<file path="config.mk">
export PLATFORM = sky130hd
export DESIGN_NAME = wb_interconnect_tag_reg_1xn
export DESIGN_NICKNAME = d
export VERILOG_FILES = /design/src/rtl/wb_interconnect_tag_reg_1xn.sv
export SDC_FILE = /design/constraint.sdc
export NUM_CORES = 1
export LEC_CHECK = 0
export CAP_MARGIN = 20
export CORE_MARGIN = 1
export CORE_UTILIZATION = 43
export DETAILED_ROUTE_END_ITERATION = 8
export GPL_ROUTABILITY_DRIVEN = 0
export PLACE_DENSITY = 0.8
export SLEW_MARGIN = 20
export SYNTH_ARGS = -nofsm -noshare
export SYNTH_HDL_FRONTEND = slang
export SYNTH_SLANG_ARGS = --single-unit
</file>
<file path="constraint.sdc">
create_clock -name clock -period 16.67 [get_ports clock]
set_input_delay 3.334 -clock clock [delete_from_list [all_inputs] [get_ports clock]]
set_output_delay 3.334 -clock clock [all_outputs]
set_load 0.05 [all_outputs]
</file>
<file path="src/rtl/wb_interconnect_tag_reg_1xn.sv">
// Registered 1xN tagged Wishbone interconnect: latches the decoded target per transfer,
// answers unmapped addresses with an error and aborts stalled targets after TIMEOUT cycles.
module wb_interconnect_tag_reg_1xn #(
  parameter int unsigned ADR_WIDTH = 32,
  parameter int unsigned DAT_WIDTH = 32,
  parameter int unsigned TGA_WIDTH = 4,
  parameter int unsigned TGD_WIDTH = 4,
  parameter int unsigned TGC_WIDTH = 4,
  parameter int unsigned N_TARGETS = 1,
  parameter logic [N_TARGETS*ADR_WIDTH-1:0] T_ADR_MASK = {8'hFF, 24'h0},
  parameter logic [N_TARGETS*ADR_WIDTH-1:0] T_ADR = 32'h2800_0000,
  parameter int unsigned TIMEOUT = 256
) (
  input  logic                           clock,
  input  logic                           reset,
  input  logic [ADR_WIDTH-1:0]           t_adr,
  input  logic [DAT_WIDTH-1:0]           t_dat_w,
  input  logic [DAT_WIDTH/8-1:0]         t_sel,
  input  logic                           t_we,
  input  logic                           t_cyc,
  input  logic                           t_stb,
  input  logic [TGA_WIDTH-1:0]           t_tga,
  input  logic [TGC_WIDTH-1:0]           t_tgc,
  input  logic [TGD_WIDTH-1:0]           t_tgd_w,
  output logic [DAT_WIDTH-1:0]           t_dat_r,
  output logic [TGD_WIDTH-1:0]           t_tgd_r,
  output logic                           t_ack,
  output logic                           t_err,
  output logic [N_TARGETS*ADR_WIDTH-1:0] i_adr,
  output logic [N_TARGETS*DAT_WIDTH-1:0] i_dat_w,
  output logic [N_TARGETS*DAT_WIDTH/8-1:0] i_sel,
  output logic [N_TARGETS-1:0]           i_we,
  output logic [N_TARGETS-1:0]           i_cyc,
  output logic [N_TARGETS-1:0]           i_stb,
  output logic [N_TARGETS*TGA_WIDTH-1:0] i_tga,
  output logic [N_TARGETS*TGC_WIDTH-1:0] i_tgc,
  output logic [N_TARGETS*TGD_WIDTH-1:0] i_tgd_w,
  input  logic [N_TARGETS*DAT_WIDTH-1:0] i_dat_r,
  input  logic [N_TARGETS*TGD_WIDTH-1:0] i_tgd_r,
  input  logic [N_TARGETS-1:0]           i_ack,
  input  logic [N_TARGETS-1:0]           i_err,
  output logic                           err_pulse,
  output logic [ADR_WIDTH-1:0]           err_adr
);

  localparam int unsigned SEL_WIDTH = DAT_WIDTH / 8;
  localparam int unsigned IDX_WIDTH = (N_TARGETS > 1) ? $clog2(N_TARGETS) : 1;
  localparam int unsigned CNT_WIDTH = (TIMEOUT > 0) ? $clog2(TIMEOUT + 1) : 1;

  typedef enum logic [1:0] {IDLE, ACTIVE, RESP, DERR} state_t;

  state_t                 state_q, state_d;
  logic [IDX_WIDTH-1:0]   tgt_q, tgt_d;
  logic [CNT_WIDTH-1:0]   cnt_q, cnt_d;
  logic [ADR_WIDTH-1:0]   adr_q, adr_d;
  logic [DAT_WIDTH-1:0]   dat_q, dat_d;
  logic [SEL_WIDTH-1:0]   bsel_q, bsel_d;
  logic                   we_q, we_d;
  logic [TGA_WIDTH-1:0]   tga_q, tga_d;
  logic [TGC_WIDTH-1:0]   tgc_q, tgc_d;
  logic [TGD_WIDTH-1:0]   tgdw_q, tgdw_d;
  logic [N_TARGETS-1:0]   act_q, act_d;
  logic [DAT_WIDTH-1:0]   dat_r_q, dat_r_d;
  logic [TGD_WIDTH-1:0]   tgd_r_q, tgd_r_d;
  logic                   ack_q, ack_d, err_q, err_d, pulse_q, pulse_d;
  logic [ADR_WIDTH-1:0]   eadr_q, eadr_d;

  logic                   hit;
  logic [IDX_WIDTH-1:0]   hit_idx;
  logic [DAT_WIDTH-1:0]   sel_dat;
  logic [TGD_WIDTH-1:0]   sel_tgd;
  logic                   sel_ack, sel_err;

  // Address decode; iterating downward lets the lowest matching slot win.
  always_comb begin
    hit     = 1'b0;
    hit_idx = '0;
    for (int k = N_TARGETS - 1; k >= 0; k--) begin
      if ((t_adr & T_ADR_MASK[k*ADR_WIDTH +: ADR_WIDTH]) == T_ADR[k*ADR_WIDTH +: ADR_WIDTH]) begin
        hit     = 1'b1;
        hit_idx = IDX_WIDTH'(k);
      end
    end
  end

  // Response mux for the latched target; other ports are ignored.
  always_comb begin
    sel_dat = '0;
    sel_tgd = '0;
    sel_ack = 1'b0;
    sel_err = 1'b0;
    for (int k = 0; k < N_TARGETS; k++) begin
      if (tgt_q == IDX_WIDTH'(k)) begin
        sel_dat = i_dat_r[k*DAT_WIDTH +: DAT_WIDTH];
        sel_tgd = i_tgd_r[k*TGD_WIDTH +: TGD_WIDTH];
        sel_ack = i_ack[k];
        sel_err = i_err[k];
      end
    end
  end

  always_comb begin
    state_d = state_q;
    tgt_d   = tgt_q;
    cnt_d   = cnt_q;
    adr_d   = adr_q;
    dat_d   = dat_q;
    bsel_d  = bsel_q;
    we_d    = we_q;
    tga_d   = tga_q;
    tgc_d   = tgc_q;
    tgdw_d  = tgdw_q;
    act_d   = act_q;
    dat_r_d = dat_r_q;
    tgd_r_d = tgd_r_q;
    ack_d   = 1'b0;
    err_d   = 1'b0;
    pulse_d = 1'b0;
    eadr_d  = eadr_q;
    unique case (state_q)
      IDLE: begin
        if (t_cyc && t_stb) begin
          adr_d  = t_adr;
          dat_d  = t_dat_w;
          bsel_d = t_sel;
          we_d   = t_we;
          tga_d  = t_tga;
          tgc_d  = t_tgc;
          tgdw_d = t_tgd_w;
          if (hit) begin
            tgt_d   = hit_idx;
            cnt_d   = '0;
            state_d = ACTIVE;
            for (int k = 0; k < N_TARGETS; k++) act_d[k] = (hit_idx == IDX_WIDTH'(k));
          end else begin
            state_d = DERR;
            err_d   = 1'b1;
            dat_r_d = '0;
            tgd_r_d = '0;
            pulse_d = 1'b1;
            eadr_d  = t_adr;
          end
        end
      end
      ACTIVE: begin
        cnt_d = cnt_q + CNT_WIDTH'(1);
        if (!t_cyc) begin
          act_d   = '0;
          state_d = IDLE;
        end else if (sel_err || sel_ack) begin
          // Error outranks ack when a target raises both.
          act_d   = '0;
          dat_r_d = sel_dat;
          tgd_r_d = sel_tgd;
          err_d   = sel_err;
          ack_d   = !sel_err;
          state_d = RESP;
        end else if (TIMEOUT != 0 && cnt_q == CNT_WIDTH'(TIMEOUT - 1)) begin
          act_d   = '0;
          dat_r_d = '0;
          tgd_r_d = '0;
          err_d   = 1'b1;
          pulse_d = 1'b1;
          eadr_d  = adr_q;
          state_d = RESP;
        end
      end
      RESP:    state_d = IDLE;
      DERR:    state_d = IDLE;
      default: state_d = IDLE;
    endcase
  end

  always_ff @(posedge clock or posedge reset) begin
    if (reset) begin
      state_q <= IDLE;
      tgt_q   <= '0;
      cnt_q   <= '0;
      adr_q   <= '0;
      dat_q   <= '0;
      bsel_q  <= '0;
      we_q    <= 1'b0;
      tga_q   <= '0;
      tgc_q   <= '0;
      tgdw_q  <= '0;
      act_q   <= '0;
      dat_r_q <= '0;
      tgd_r_q <= '0;
      ack_q   <= 1'b0;
      err_q   <= 1'b0;
      pulse_q <= 1'b0;
      eadr_q  <= '0;
    end else begin
      state_q <= state_d;
      tgt_q   <= tgt_d;
      cnt_q   <= cnt_d;
      adr_q   <= adr_d;
      dat_q   <= dat_d;
      bsel_q  <= bsel_d;
      we_q    <= we_d;
      tga_q   <= tga_d;
      tgc_q   <= tgc_d;
      tgdw_q  <= tgdw_d;
      act_q   <= act_d;
      dat_r_q <= dat_r_d;
      tgd_r_q <= tgd_r_d;
      ack_q   <= ack_d;
      err_q   <= err_d;
      pulse_q <= pulse_d;
      eadr_q  <= eadr_d;
    end
  end

  // Shared request registers fan out to every port; only cyc/stb are per-target.
  assign i_adr     = {N_TARGETS{adr_q}};
  assign i_dat_w   = {N_TARGETS{dat_q}};
  assign i_sel     = {N_TARGETS{bsel_q}};
  assign i_we      = {N_TARGETS{we_q}};
  assign i_tga     = {N_TARGETS{tga_q}};
  assign i_tgc     = {N_TARGETS{tgc_q}};
  assign i_tgd_w   = {N_TARGETS{tgdw_q}};
  assign i_cyc     = act_q;
  assign i_stb     = act_q;
  assign t_dat_r   = dat_r_q;
  assign t_tgd_r   = tgd_r_q;
  assign t_ack     = ack_q;
  assign t_err     = err_q;
  assign err_pulse = pulse_q;
  assign err_adr   = eadr_q;

endmodule

</file>
[Word level (Yosys, flattened, before mapping)]
Cells that the tools add are included.
Widths: inputs -> output; s select.
Storage, ports and cells
  word-level logic and storage cells: 88
  bits of input ports: 123
  output and inout bits: 154
  register bits: 164
Operators by class
  mux-type cells: 46
  reduce and logical (&&, ||, !) cells: 12
  add/subtract/negate cells: 1
  equal/unequal tests: 13
Operators by type and width (count)
  $mux 32: 10
  $pmux 32 s2: 2
  $mux 4: 5
  $mux 9: 2
  $pmux 9 s2: 1
  $mux 1: 16
  $ne 2x2->1 const B: 6
  $mux 2: 5
  $add 9x1->9 const B: 1
  $eq 9x8->1 const B: 1
  $eq 8x6->1 const B: 1
  $pmux 4 s2: 1
  $pmux 1 s2: 3
  $pmux 2 s3: 1
  $reduce_and 6->1: 1
  $reduce_and 5->1: 1
  $eq 2x2->1 const B: 2
  $ne 4x4->1 const B: 1
  $reduce_and 2->1: 2
  $reduce_and 4->1: 1
  $ne 3x3->1 const B: 1
  $reduce_and 3->1: 1
  $eq 2x1->1 const B: 1
  $logic_not 2->1: 1
  5 further kinds: 5

[Logic depth before layout (Yosys ltp)]
  depth after elaboration: 5
  mapped depth: 10
  gate-level depth less buffers: 8

[Worst setup path before layout]
No wires, ideal clock.
  path kind: input-to-reg
  start: input t_adr[27]
  end: register eadr_q[0], in the netlist err_adr[0]
  arrival: 4.505 ns
  cell stages on the path: 5
  required time: 16.545 ns
  slack: 12.040 ns
  library setup time: 0.125 ns
  cells stage by stage: nor4b_4 > a211o_2 > a21oi_4 > buf_4 > mux2_2
On the way
  cells in the longest elaborated chain, start to end: 4
Ends and longest elaborated chain
  start: declaration: line 16  | input logic [ADR_WIDTH-1:0] t_adr,
  $eq 8x6->1: line 79  | if ((t_adr & T_ADR_MASK[k*ADR_WIDTH +: ADR_WIDTH]) == T_ADR[k*ADR_WIDTH +: ADR_WIDTH]) begin
  $mux 1: line 79
  $ne 2x2->1 (no source line)
  $reduce_and 6->1 (no source line)
  end signal: assignment: line 210  | eadr_q <= eadr_d;
  end: declaration: line 66  | logic [ADR_WIDTH-1:0] eadr_q, eadr_d;
Every way passes these cells.
A chain may end at the register's enable or synchronous reset.

[Worst setup path after layout]
  start: input t_cyc
  end: register we_q, in the netlist i_we
On the way
  cells in the longest elaborated chain, start to end: 2
Ends and longest elaborated chain
  start: declaration: line 20  | input logic t_cyc,
  $logic_and 1x1->1: line 122  | if (t_cyc && t_stb) begin
  $reduce_and 2->1 (no source line)
  end signal: assignment: line 200  | we_q <= we_d;
  end: declaration: line 58  | logic we_q, we_d;
Every way passes these cells.

==> impl_metrics.toml <==
[synth]
synth.distinct_cells = 36
synthArstFlopShare_pct = 100
synthFlopType = "dfrtp_1"
yosysTopAreaCellShare_pct = 59.1
synth_cells = 576
synth_edf_count = 0
yosysTopAreaCell = "dfrtp_1"
ys_ff_latch = 164
ys_warn_count = 0
synth_area_leaders = "dfrtp_1 (59%), mux2_2 (15%), nand2_1 (7.7%)"
synth_commonest_cells = "dfrtp_1 (164), nand2_1 (143), mux2_2 (92)"
synth.avg_cell_area_sq_um = 12.1
mappedNetlistNets = 701
synth_seq_area_share_pct = 59.1
yosysMostFrequentCell = "dfrtp_1"
synth_area_sq_mm = 0.00695

[timing]
rsz0062_at_grt = "no"
finalCritPeriodShare_pct = 34.1
finalCriticalPeriod_ps = 5690
relSlewSlack_pct = 29.3
drv_slew = 0
hold_viol = 0
setup_tns_ps = 0
clock.fmax_ghz = 0.176
skew_ps = 7.57
setup_viol = 0
worst_pin_slew_ps = 1060

[die]
die_x_um = 129
ios = 277
start_util_pct = 43.9
rows = 46
core-area_sq_mm = 0.0158
dieArea_sq_mm = 0.0167
die_h_um = 129

[place]
dp.cells = 1044
port-buffer-count = 276
hpwl_um = 11600

[setup_path]
worstPathArrival_ps = 5990
cp-end-kind = "flip-flop"
slowest_delay_ps = 890
crit_chain = "clkdlybuf4s50_1 > nand2_1 > nor3_2 > buf_4 > mux2_2"
cp.required_ps = 16970
crit_path_start_kind = "input pin"
path_class = "in2reg"
slowest_stage = "buf_4"
path_max_fanout = 77
r2r_slack_ps = 13850

[layout]
fillers = 1241
finalNonFillerCells = 1076
fin_nets = 972
area.growth.synth_to_final_pct = 51.7
diodes = 0
final_layout_size_suffix_gt1_share_pct = 16.4

[cts]
cts_buffers = 17
cts.clk_slew.worst_paths_ps = 60
cts.path.max_buffers = 2
htreeDepth = 4
clock-sinks = 164
ctsResizeCount = 0
clk-insertion-delay-late_ps = 420
cts_hold_buf = 0
tritoncts = "built"
post_cts_buffers = 0
ctsRootBufferMaster = "clkbuf_16"

[routing]
ant_nets = 0
viasPerCell = 4.84
drt-pass1-iter-count = 4
drt_iter0_drc = 233
vias = 5203
wl_um = 17200
post_drt_wl_per_cell_um = 15.9
drc = 0

[pwr]
power_density_mw_per_mm2 = 151
total_power_uw = 1590
ir_drop_mv = 0.0978
p_leak_uw = 0.00464

[grt]
gr-usage-all-layers_pct = 20.9
grt_max_degree = 86
grt_pass1_wl_um = 26800
grt_pass1_vias = 5142
antenna_found_initial = 0
grt_overflow = 0

[worst_hold_path]
worstHoldPathType = "reg2reg"

[job]
max-cap-violations = 0

[outcome]
status = "complete, no violations"
[worst max-delay path: cells and delay by family]
| family | cells | cell delay, ps |
|---|---|---|
| buf+inv | 2 | 1450 |
| mux | 1 | 430 |
| simple gates | 2 | 680 |
[registers in the layout (all words and copies together), names as in the netlist]
name       count
err_adr       32
i_adr         32
i_dat_w       32
t_dat_r       32
cnt_q          9
i_sel          4
i_tga          4
i_tgc          4
i_tgd_w        4
t_tgd_r        4
state_q        2
err_pulse      1
i_cyc          1
i_we           1
t_ack          1
t_err          1
[per-stage QoR]
| stage | hold slack (ps) | utilization, % | setup slack [ps] | cell area, sq um |
|---|---|---|---|---|
| after floorplan | 450 | - | 8900 | 6950 |
| after global placement | 463 | 62.5 | 10610 | 9890 |
| after global routing | 498 | 66.6 | 10860 | 10500 |
| after CTS | 488 | 66.6 | 11030 | 10500 |
| after detailed placement | 473 | 62.7 | 10580 | 9920 |
| final | 485 | 66.6 | 10980 | 10500 |
[final timing paths]
path | start | to | cells after the start
worst max-delay path | t_cyc | i_we | 5
worst min-delay path | err_adr[18] | err_adr[18] | 1
worst max register to register | cnt_q[0] | err_adr[6] | 9
worst min register to register | err_adr[18] | err_adr[18] | 1
max in group asynchronous | reset | i_adr[10] | 3
min in group asynchronous | reset | i_tgc[3] | 2
[cells by family (layout without fill, tap and decap cells)]
family                   count (synthesis)  in the layout  synth area share (%)
multiplexers                           149            149                  23.5
AO/OA/AOI/OAI                           24             24                  2.50
AND/OR/NAND/NOR                        165            165                  10.0
adder cells (fa/ha/maj)                  2              2                 0.360
buffers and inverters                   72            356                  4.54
flip-flops                             164            164                  59.1
[where the power goes]
group / switching (uW) / internal (uW) / total, uW
logic: 409 / 236 / 645
clock network: 164 / 243 / 407
registers: 53.7 / 486 / 540
[placed cells by master (no fill, tap or decap), drive strengths merged, types with 3 or more instances in the layout]
| cell type | n |
|---|---|
| clkdlybuf4s50 | 276 |
| dfrtp | 164 |
| nand2 | 143 |
| mux2 | 113 |
| inv | 48 |
| mux2i | 36 |
| clkbuf | 19 |
| a21oi | 7 |
| o21ai | 6 |
| nor2 | 6 |
| buf | 5 |
| bufinv | 3 |
| nor3 | 3 |
| clkinv | 3 |
[metal layers]
metal / track usage, % / up-vias / part of all wire [%]
li1: - / 2450 / -
met1: 26.4 / 2530 / 43
met2: 33.8 / 201 / 48
met3: 6.73 / 22 / 7.8
met4: 7.27 / 0 / 1.4
met5: 0 / - / 0
[layout make-up]
| cell class | count | area (sq um) | area share (%) |
|---|---|---|---|
| Clock buffer | 19 | 443 | 4.20 |
| Clock inverter | 13 | 171 | 1.63 |
| Inverter | 43 | 166 | 1.58 |
| Multi-Input combinational cell | 340 | 2560 | 24.3 |
| Sequential cell | 164 | 4100 | 38.9 |
| Tap cell | 216 | 270 | 2.56 |
| Timing Repair Buffer | 281 | 2820 | 26.8 |
Note: power is estimated with default switching activity, not from simulation.
